`config.mk`:
```
export PLATFORM = sky130hd
export DESIGN_NAME = traffic_light_fsm
export DESIGN_NICKNAME = d
export VERILOG_FILES = /design/src/rtl/traffic_light_fsm.sv
export SDC_FILE = /design/constraint.sdc
export NUM_CORES = 1
export LEC_CHECK = 0
export BUFFER_PORTS_ARGS = -buffer_cell sky130_fd_sc_hd__buf_2
export CORE_AREA = 2 2 39 41
export DETAILED_ROUTE_END_ITERATION = 16
export DIE_AREA = 0 0 41 43
export GPL_TIMING_DRIVEN = 0
export PLACE_DENSITY = 0.64
export SYNTH_ARGS = -nofsm -noshare
export SYNTH_HDL_FRONTEND = slang
export SYNTH_SLANG_ARGS = --single-unit
```
`constraint.sdc`:
```
create_clock -name clock -period 1.25 [get_ports clock]
set_clock_uncertainty 0.2 [all_clocks]
set_input_delay 0.1875 -clock clock [delete_from_list [all_inputs] [get_ports clock]]
set_output_delay 0.1875 -clock clock [all_outputs]
set_load 0.1 [all_outputs]
```
`src/rtl/traffic_light_fsm.sv`:
```
// ============================================================================
// Module   : traffic_light_fsm
// Brief    : Moore controller for a main/side street crossing with walk phase.
// Revision : 1.0 - initial release
// ============================================================================
`default_nettype none

module traffic_light_fsm #(
    parameter logic [1:0] INT_BASE = 2'd0,
    parameter logic [1:0] INT_EXT  = 2'd1,
    parameter logic [1:0] INT_YEL  = 2'd2
) (
    input  logic       clock,
    input  logic       Reset_Sync,
    input  logic       Expired,
    input  logic       Sensor_Sync,
    input  logic       WR,
    output logic [1:0] Interval,
    output logic       Start_Timer,
    output logic       WR_Reset,
    output logic [6:0] LEDs
);

    typedef enum logic [2:0] {
        MG1  = 3'd0,
        MG2  = 3'd1,
        MY   = 3'd2,
        WALK = 3'd3,
        SG   = 3'd4,
        SGX  = 3'd5,
        SY   = 3'd6
    } state_t;

    state_t state_q, state_d;
    logic   start_q, start_d;
    logic   wr_reset_q, wr_reset_d;
    logic   walk_pending_q, walk_pending_d;
    logic   accepted;
    logic   enter_walk;

    // Start_Timer comes up high in reset so the Timer is loaded with the MG1
    // interval the moment reset is released.
    always_ff @(posedge clock or posedge Reset_Sync) begin
        if (Reset_Sync) begin
            state_q        <= MG1;
            start_q        <= 1'b1;
            wr_reset_q     <= 1'b0;
            walk_pending_q <= 1'b0;
        end else begin
            state_q        <= state_d;
            start_q        <= start_d;
            wr_reset_q     <= wr_reset_d;
            walk_pending_q <= walk_pending_d;
        end
    end

    always_comb begin
        state_d  = state_q;
        // An expiry seen while the Timer is being restarted belongs to the old interval.
        accepted = Expired & ~start_q;
        if (accepted) begin
            case (state_q)
                MG1:     state_d = Sensor_Sync ? MY : MG2;
                MG2:     state_d = MY;
                MY:      state_d = walk_pending_q ? WALK : SG;
                WALK:    state_d = SG;
                SG:      state_d = Sensor_Sync ? SGX : SY;
                SGX:     state_d = SY;
                SY:      state_d = MG1;
                default: state_d = MG1;
            endcase
        end

        enter_walk = (state_d == WALK) && (state_q != WALK);
        start_d    = (state_d != state_q);
        wr_reset_d = enter_walk;

        walk_pending_d = walk_pending_q;
        if (enter_walk) begin
            walk_pending_d = 1'b0;
        end else if (WR && (state_q != WALK)) begin
            walk_pending_d = 1'b1;
        end
    end

    always_comb begin
        Interval = INT_BASE;
        LEDs     = 7'b0011000;
        case (state_q)
            MG1:     begin Interval = INT_BASE; LEDs = 7'b0011000; end
            MG2:     begin Interval = INT_BASE; LEDs = 7'b0011000; end
            MY:      begin Interval = INT_YEL;  LEDs = 7'b0101000; end
            WALK:    begin Interval = INT_EXT;  LEDs = 7'b1001001; end
            SG:      begin Interval = INT_BASE; LEDs = 7'b1000010; end
            SGX:     begin Interval = INT_EXT;  LEDs = 7'b1000010; end
            SY:      begin Interval = INT_YEL;  LEDs = 7'b1000100; end
            default: begin Interval = INT_BASE; LEDs = 7'b0011000; end
        endcase
    end

    assign Start_Timer = start_q;
    assign WR_Reset    = wr_reset_q;

endmodule

`default_nettype wire

```
* Word level (Yosys, flattened, before mapping)
Index checks and enable logic that the tools add are counted.
** Storage, ports and cells
- Bits in registers :: 6
- Word-level logic and storage cells :: 31
- Input port bits :: 5
- Output and inout port bits :: 11
** Operators by class
- Bitwise gates (word level) :: 2
- Equality and inequality tests :: 9
- Muxes and demuxes :: 9
- Reduce and logical (&&, ||, !) cells :: 7
** Operators with widths (count)
- case mux 7 bit (4 select lines) :: 1
- case mux 3 bit (6 select lines) :: 1
- == test 3 x 2 -> 1 bit (second input constant) :: 3
- == test 3 bit (second input constant) :: 3
- two-way mux 3 bit :: 2
- OR reduction 2 bit :: 3
- two-way mux 2 bit :: 2
- case mux 2 bit (2 select lines) :: 1
- == test 3 x 1 -> 1 bit (second input constant) :: 1
- zero test 3 bit :: 1
- inequality test 3 x 2 -> 1 bit (second input constant) :: 1
- inequality test 3 bit :: 1
- logical AND 1 bit :: 2
- two-way mux 1 bit :: 2
- nonzero test 2 bit :: 1
- bitwise AND 1 bit :: 1
- NOT 1 bit :: 1

* Logic depth before layout (Yosys ltp)
Gate-level depths: netlist (run 1).
- Depth after elaboration :: 6
- Depth in mapped cells :: 4
- Depth with buffers taken out :: 4

* Worst setup path after synthesis (run 1)
OpenSTA, ideal clock, no wires.
- Kind :: register to output
- Start :: reg state_q[2]
- End :: out Interval[0]
- Cell stages (with the launch flop) :: 4
- Data required time :: 0.863 ns
- Buffers on the path :: 1
- Slack :: -1.950 ns
- Data arrival time :: 2.813 ns
- Path through :: dfrtp_1 -> buf_2 -> nand2b_4 -> a21boi_0
** Between the ends
- Cells in the longest elaborated chain, start to end :: 3
** Ends and longest elaborated chain
- start: declaration :: line 34 : state_t state_q, state_d;
- start signal: assignment :: line 50 : state_q <= state_d;
- == test 3 x 2 -> 1 bit or == test 3 bit (tied branches) :: line 89 : case (state_q)
- OR reduction 2 bit (no line)
- case mux 2 bit (2 select lines) (*) :: line 89
- end: declaration :: line 18 : output logic [1:0] Interval,
Mark *: on every way between the ends. The rest lies on a longest branch, timed or not.

* Worst setup path after layout (run 1)
- Start :: reg state_q[0]
- End :: out LEDs[0]
** Between the ends
- Cells in the longest elaborated chain, start to end :: 3
** Ends and longest elaborated chain
- == test 3 bit :: line 89
- OR reduction 2 bit (no line)
- case mux 7 bit (4 select lines) (*) :: line 89
- end: declaration :: line 21 : output logic [6:0] LEDs
Marks and branches as above.

==> results of run 1 <==
## stage by stage
| stage | area [um2] | std cells |
|---|---|---|
| detailed placement | 576 | 74 |
| global route | 940 | 93 |
| finish | 940 | 93 |
| global placement | 576 | 74 |
| CTS | 890 | 90 |
| floorplan | 480 | 43 |
## critical path, stage by stage, from the launching register on
cell and delay (ns):
sky130_fd_sc_hd__dfrtp_1 0.38, sky130_fd_sc_hd__buf_6 0.15, sky130_fd_sc_hd__nand3b_1 0.13, sky130_fd_sc_hd__buf_6 0.14, sky130_fd_sc_hd__clkinvlp_4 0.10, sky130_fd_sc_hd__buf_12 0.17
## what timing repair did
item,CTS,global route
pin swaps,6,5
gates resized for setup,52,8
setup buffers,10,4
endpoints found under the hold margin,8,1
endpoints found under the setup margin,15,16
## routing by layer
| layer | up-vias | GRT usage |
|---|---|---|
| met1 | 225 | 0.186 |
| met3 | 2 | 0.0628 |
| li1 | 210 | - |
| met4 | 0 | 0.0600 |
| met5 | - | 0 |
| met2 | 10 | 0.281 |
## cells by family after synthesis
family          Yosys count  synth area share
buf+inv                   9             0.109
simple gates             17             0.330
compound gates           10             0.162
xor+xnor                  1            0.0218
flops                     6             0.377
## final timing paths
check                      depth (start not counted)      startpoint              to  slack (ns)
max in group asynchronous                          3      Reset_Sync     Start_Timer        0.39
min                                                3         Expired     Start_Timer      -0.007
max                                                5      state_q[0]         LEDs[0]       -0.45
max reg2reg                                        4     Start_Timer      state_q[1]       -0.23
min in group asynchronous                          3      Reset_Sync  walk_pending_q        0.20
min reg2reg                                        2  walk_pending_q  walk_pending_q        0.39
## layout make-up
class | instances | area share
Buffer | 2 | 0.0240
Clock buffer | 4 | 0.0280
Inverter | 6 | 0.0346
Multi-Input combinational cell | 28 | 0.317
Tap cell | 16 | 0.0213
Sequential cell | 6 | 0.168
Timing Repair Buffer | 31 | 0.407
## Yosys cell counts
library cell and instances:
sky130_fd_sc_hd__xnor2_1 1, sky130_fd_sc_hd__inv_1 6, sky130_fd_sc_hd__nor2b_1 1, sky130_fd_sc_hd__a211o_1 1
sky130_fd_sc_hd__and2_1 2, sky130_fd_sc_hd__o221ai_1 1, sky130_fd_sc_hd__nor2b_4 2, sky130_fd_sc_hd__nand3b_1 1
sky130_fd_sc_hd__nand2_1 5, sky130_fd_sc_hd__dfrtp_1 5, sky130_fd_sc_hd__dfstp_2 1, sky130_fd_sc_hd__o21ai_0 2
sky130_fd_sc_hd__buf_6 1, sky130_fd_sc_hd__buf_2 2, sky130_fd_sc_hd__nand2b_4 2, sky130_fd_sc_hd__a22oi_1 1
sky130_fd_sc_hd__nor4_4 1, sky130_fd_sc_hd__o31ai_1 1, sky130_fd_sc_hd__a21oi_1 3, sky130_fd_sc_hd__a21boi_0 1
sky130_fd_sc_hd__nor2_1 3
## registers in the layout, summed over array words and instances, names as in the netlist
name and flops:
state_q 3, WR_Reset 1, walk_pending_q 1, Start_Timer 1
==> out/summary.log, run 1 <==
INFO  run_status     status=finished, violations left
INFO  run_status     violations=hold timing, setup timing
INFO  sta            min_period_over_period=1.36
INFO  clocking       cts_tree=built
INFO  floorplan      initial_utilization=0.290
INFO  floorplan      core.rowCount=14
INFO  clocking       cts_max_path_buffers=2
INFO  synth          synth_largest_area_cell=sky130_fd_sc_hd__dfrtp_1
INFO  floorplan      core_area=0.00138mm2
INFO  finish         layout_common_cells=10 x sky130_fd_sc_hd__buf_6, 10 x sky130_fd_sc_hd__buf_12, 7 x sky130_fd_sc_hd__buf_4
INFO  detailed_routing drt_drc_violations_left=0
INFO  clocking       cts_root_buf=sky130_fd_sc_hd__clkbuf_4
INFO  clocking       ctsHtreeMaxLevel=1
INFO  synth          syn_area_per_cell=9.34um2
INFO  sta            clock.fmax=588MHz
INFO  sta            setup_violations=15
INFO  synth          synth_top_area_frac=0.312
INFO  critical_path  crit_arrival=1.31ns
INFO  detailed_routing drt_iter0_markers=10
INFO  detailed_routing via_count_normalized_by_instance_count=4.81
INFO  detailed_routing routed_wl=1320um
INFO  hold_path      min_path_type=input pin to register
INFO  detailed_routing routedLengthMet1=542um
INFO  sta            tightestPinTransition=0.236ns
INFO  global_route   grt_use_total=0.170
INFO  clocking       numCtsBuffers=3
INFO  synth          mappedNetlistArea=402um2
INFO  sta            finalWorstSetupSlack=-0.450ns
INFO  finish         fillerInstances=104
INFO  global_route   antenna_violations_before_repair=0
INFO  synth          synth_nets=48
INFO  global_route   wire_length_of_the_first_global_routing_pass=1900um
INFO  clocking       post_cts_hold_buffer_count=2
INFO  sta            worst_slew_margin_rel=0.843
INFO  detailed_routing antenna_left=0
INFO  global_route   grt_start_max_net_pins=9
INFO  floorplan      floorplan.io_pins=16
INFO  finish         post_route_cells_drive_above_1_share=0.753
INFO  sta            slew_viol_final=0
INFO  detailed_routing wire_length_on_met2=748um
INFO  placement      placement.io_buffers=15
INFO  synth          synth.top_cells.by_area=sky130_fd_sc_hd__dfrtp_1 31%, sky130_fd_sc_hd__nand2b_4 6.9%, sky130_fd_sc_hd__nor2b_4 6.9%
INFO  detailed_routing routed-wl-met3=25um
INFO  clocking       clock_sink_count=6
INFO  sta            final_number_of_hold_violating_endpoints=1
INFO  finish         diodes=0
INFO  critical_path  setup.worst_path.end_class=primary output
INFO  detailed_routing dr.max_layer_used=met4
INFO  job            maxCapViolations=0
INFO  detailed_routing vias=447
INFO  synth          yosys_register_bits=6
INFO  critical_path  path_class=register to primary output
INFO  finish         fin_nets=83
INFO  placement      globalplace.congestion=0.781
INFO  placement      placement.setup.worst_slack=-0.583ns
INFO  detailed_routing drt-wirelength-per-cell=14.2um
INFO  clocking       worstSkewPairLatency=0.24ns
INFO  sta            min_period=1.70ns
INFO  sta            rsz0062_at_grt=yes
INFO  finish         ff_latch_area=158um2
INFO  synth          syn_inst=43
INFO  floorplan      die_span_y=43um
INFO  critical_path  worstSetupStartpointType=register
INFO  detailed_routing dr.pass1.iters=4
INFO  finish         fin_util=0.679
INFO  critical_path  biggest_fanout_along_the_worst_timing_path=7
INFO  synth          synth_cell_types=21
INFO  synth          synth.yosys.warnings=0
INFO  clocking       path_clk_slew=0.05ns
INFO  sta            timing.hold.ws=-0.00693ns
INFO  synth          synth_seq_area_share=0.377
INFO  global_route   gr-total-overflow=0
INFO  floorplan      floorplan.die.width=41um
INFO  global_route   first_global_vias=445
INFO  floorplan      die_area=0.00176mm2
INFO  critical_path  timing.critical_path.required=0.86ns
INFO  sta            setup_total_negative_slack=-4.11ns
INFO  placement      place.detailed.hpwl=650um
INFO  finish         synthesis_to_layout_area_growth=134%
INFO  finish         multi_input_comb_area=298um2
Power of run 1 is not shown: default switching activity piles up to over one toggle a cycle in this logic, so the estimate is an artifact.
==> inputs of run 2 (changes only) <==
BUFFER_PORTS_ARGS = unset   (was -buffer_cell sky130_fd_sc_hd__buf_2)
CTS_CLUSTER_DIAMETER = 30   (was unset)
DONT_BUFFER_PORTS = 1   (was unset)
PLACE_DENSITY = 0.53   (was 0.64)
==> out/summary.log, run 2 (synthesized netlist as in run 1, its figures left out) <==
INFO  floorplan      initial_utilization=0.290 [unchanged]
INFO  finish         finalNonFillerCells=85 [-8.6%]
INFO  finish         regMostFlops=state_q
INFO  clocking       worstSkewPairLatency=0.26ns [+0.02 ns]
INFO  sta            tightestPinTransition=0.715ns [+0.479 ns]
INFO  sta            min_period=2.06ns [+0.356 ns]
INFO  clocking       ctsHtreeMaxLevel=1 [unchanged]
INFO  clocking       cts_max_path_buffers=2 [unchanged]
INFO  detailed_routing antenna_left=0 [unchanged]
INFO  critical_path  startpoint_of_the_most_critical_setup_path=state_q[1]
INFO  global_route   gr-total-overflow=0 [unchanged]
INFO  detailed_routing drt-wirelength-per-cell=16.7um [+17%]
INFO  clocking       cts_root_buf=sky130_fd_sc_hd__clkbuf_4
INFO  finish         post_route_cells_drive_above_1_share=0.667 [-0.0866]
INFO  critical_path  path_buf_inv=0 [-4]
INFO  critical_path  timing.critical_path.slowest_cell_delay=0.58ns [+0.20 ns]
INFO  detailed_routing drt_iter0_markers=6 [-4]
INFO  sta            min_period_over_period=1.65 [+0.285]
INFO  global_route   antenna_violations_before_repair=0 [unchanged]
INFO  run_status     violations=hold timing, setup timing
INFO  placement      placed_cells_incl_taps=59 [-20%]
INFO  sta            finalWorstSetupSlack=-0.806ns [-0.356 ns]
INFO  sta            worst_slew_margin_rel=0.522 [-0.321]
INFO  critical_path  biggest_fanout_along_the_worst_timing_path=3 [-4]
INFO  floorplan      core.rowCount=14 [unchanged]
INFO  sta            final_number_of_hold_violating_endpoints=2 [+1]
INFO  floorplan      die_span_y=43um [unchanged]
INFO  clocking       numCtsBuffers=3 [unchanged]
INFO  critical_path  crit_chain=nor2b_4 -> and2_4
INFO  floorplan      floorplan.io_pins=16 [unchanged]
INFO  critical_path  timing.critical_path.max_delay_family=simple AND/OR/NAND/NOR gates
INFO  clocking       cts_tree=built
INFO  critical_path  path_class=register to primary output
INFO  placement      placement.io_buffers=0 [-15]
INFO  critical_path  worstSetupStartpointType=register
INFO  finish         most_frequent_standard_cell_in_the_layout_excluding_fill_and_tap_cells=sky130_fd_sc_hd__buf_4
INFO  floorplan      core_area=0.00138mm2 [unchanged]
INFO  sta            setup_violations=16 [+1]
INFO  sta            rsz0062_at_grt=yes
INFO  hold_path      min_path_type=input pin to register
INFO  finish         diodes=0 [unchanged]
INFO  critical_path  reg2reg_from=Start_Timer
INFO  clocking       clock_sink_count=6 [unchanged]
INFO  critical_path  setup.worst_path.end_class=primary output
INFO  clocking       path_clk_slew=0.06ns [about the same]
INFO  finish         fin_util=0.561 [-0.118]
INFO  detailed_routing via_count_normalized_by_instance_count=5.00 [+4.0%]
INFO  global_route   first_global_vias=488 [+9.7%]
INFO  hold_path      hold_path.startpoint=Expired
INFO  floorplan      floorplan.die.width=41um [unchanged]
INFO  detailed_routing drt_drc_violations_left=0 [unchanged]
INFO  placement      place.detailed.hpwl=621um [-4.5%]
INFO  global_route   grt_start_max_net_pins=7 [-2]
INFO  finish         synthesis_to_layout_area_growth=93.5%
INFO  detailed_routing dr.pass1.iters=4 [unchanged]
INFO  finish         layout_common_cells=13 x sky130_fd_sc_hd__buf_4, 7 x sky130_fd_sc_hd__buf_6
INFO  detailed_routing vias=425 [-4.9%]
INFO  finish         flip_flop_count_of_the_largest_register_all_copies_and_words_added=3 [unchanged]
INFO  run_status     status=finished, violations left
INFO  finish         fin_nets=75 [-9.6%]
INFO  global_route   grt_use_total=0.198 [+0.0283]
INFO  sta            slew_viol_final=0 [unchanged]
INFO  global_route   wire_length_of_the_first_global_routing_pass=2200um [+16%]
INFO  placement      placement.setup.worst_slack=-0.650ns [-0.0674 ns]
INFO  detailed_routing routed_wl=1420um [+7.0%]
INFO  clocking       post_cts_hold_buffer_count=2 [unchanged]
INFO  floorplan      die_area=0.00176mm2 [unchanged]
INFO  sta            clock.fmax=486MHz [-17%]
INFO  job            maxCapViolations=0 [unchanged]
INFO  finish         fillerInstances=115 [+11%]
INFO  critical_path  crit_slowest_cell=sky130_fd_sc_hd__nor2b_4
INFO  placement      globalplace.congestion=0.763 [-2.2%]
INFO  sta            timing.hold.ws=-0.0344ns [-0.0275 ns]
INFO  critical_path  crit_arrival=1.67ns [+0.36 ns]
INFO  critical_path  timing.critical_path.required=0.86ns [about the same]
[run 2: area by class of cell]
| class | count | area (um2) | share of cell area |
|---|---|---|---|
| sequential | 6 | 160 | 0.206 |
| clock buffer | 4 | 26.3 | 0.0338 |
| timing repair buffer | 25 | 246 | 0.317 |
| inverter | 6 | 37.5 | 0.0483 |
| multi-input combinational | 28 | 287 | 0.369 |
| tap | 16 | 20.0 | 0.0258 |
[run 2: final timing paths]
kind / slack, ns / cells after the start / to
max in group asynchronous: 0.51 / 2 / Start_Timer
hold / removal: -0.03 / 3 / Start_Timer
hold reg to reg: 0.35 / 2 / walk_pending_q
setup reg to reg: -0.45 / 5 / state_q[2]
setup / recovery: -0.81 / 2 / LEDs[2]
min in group asynchronous: 0.09 / 2 / state_q[2]
[run 2: repair_timing]
item / 4_1_cts / 5_1_grt
pin swaps: 9 / 7
buffers inserted: 21 / 5
resized for setup: 18 / 7
endpoints found under the hold margin: 8 / 2
setup endpoints to repair: 17 / 17
[run 2: tightest hold or removal path, stage by stage]
cell and delay, ns:
sky130_fd_sc_hd__nand2b_4 0.07, sky130_fd_sc_hd__inv_4 0.05, sky130_fd_sc_hd__buf_6 0.11
[run 2: metal layers]
metal  global-route usage  vias to the layer above  part of all wire
met5                    0                        -                 0
met1                0.190                      211              0.30
met2                0.309                       22              0.62
li1                     -                      190                 -
met3                0.110                        2             0.066
met4                0.120                        0            0.0099
[run 2: stage by stage]
step	setup TNS (ns)	cell area (um2)
after floorplan	-3.93	480
after global placement	-4.53	500
after detailed placement	-4.70	500
after CTS	-7.69	767
after global routing	-8.39	777
final	-7.84	777
Power of run 2 is left out for the same reason.
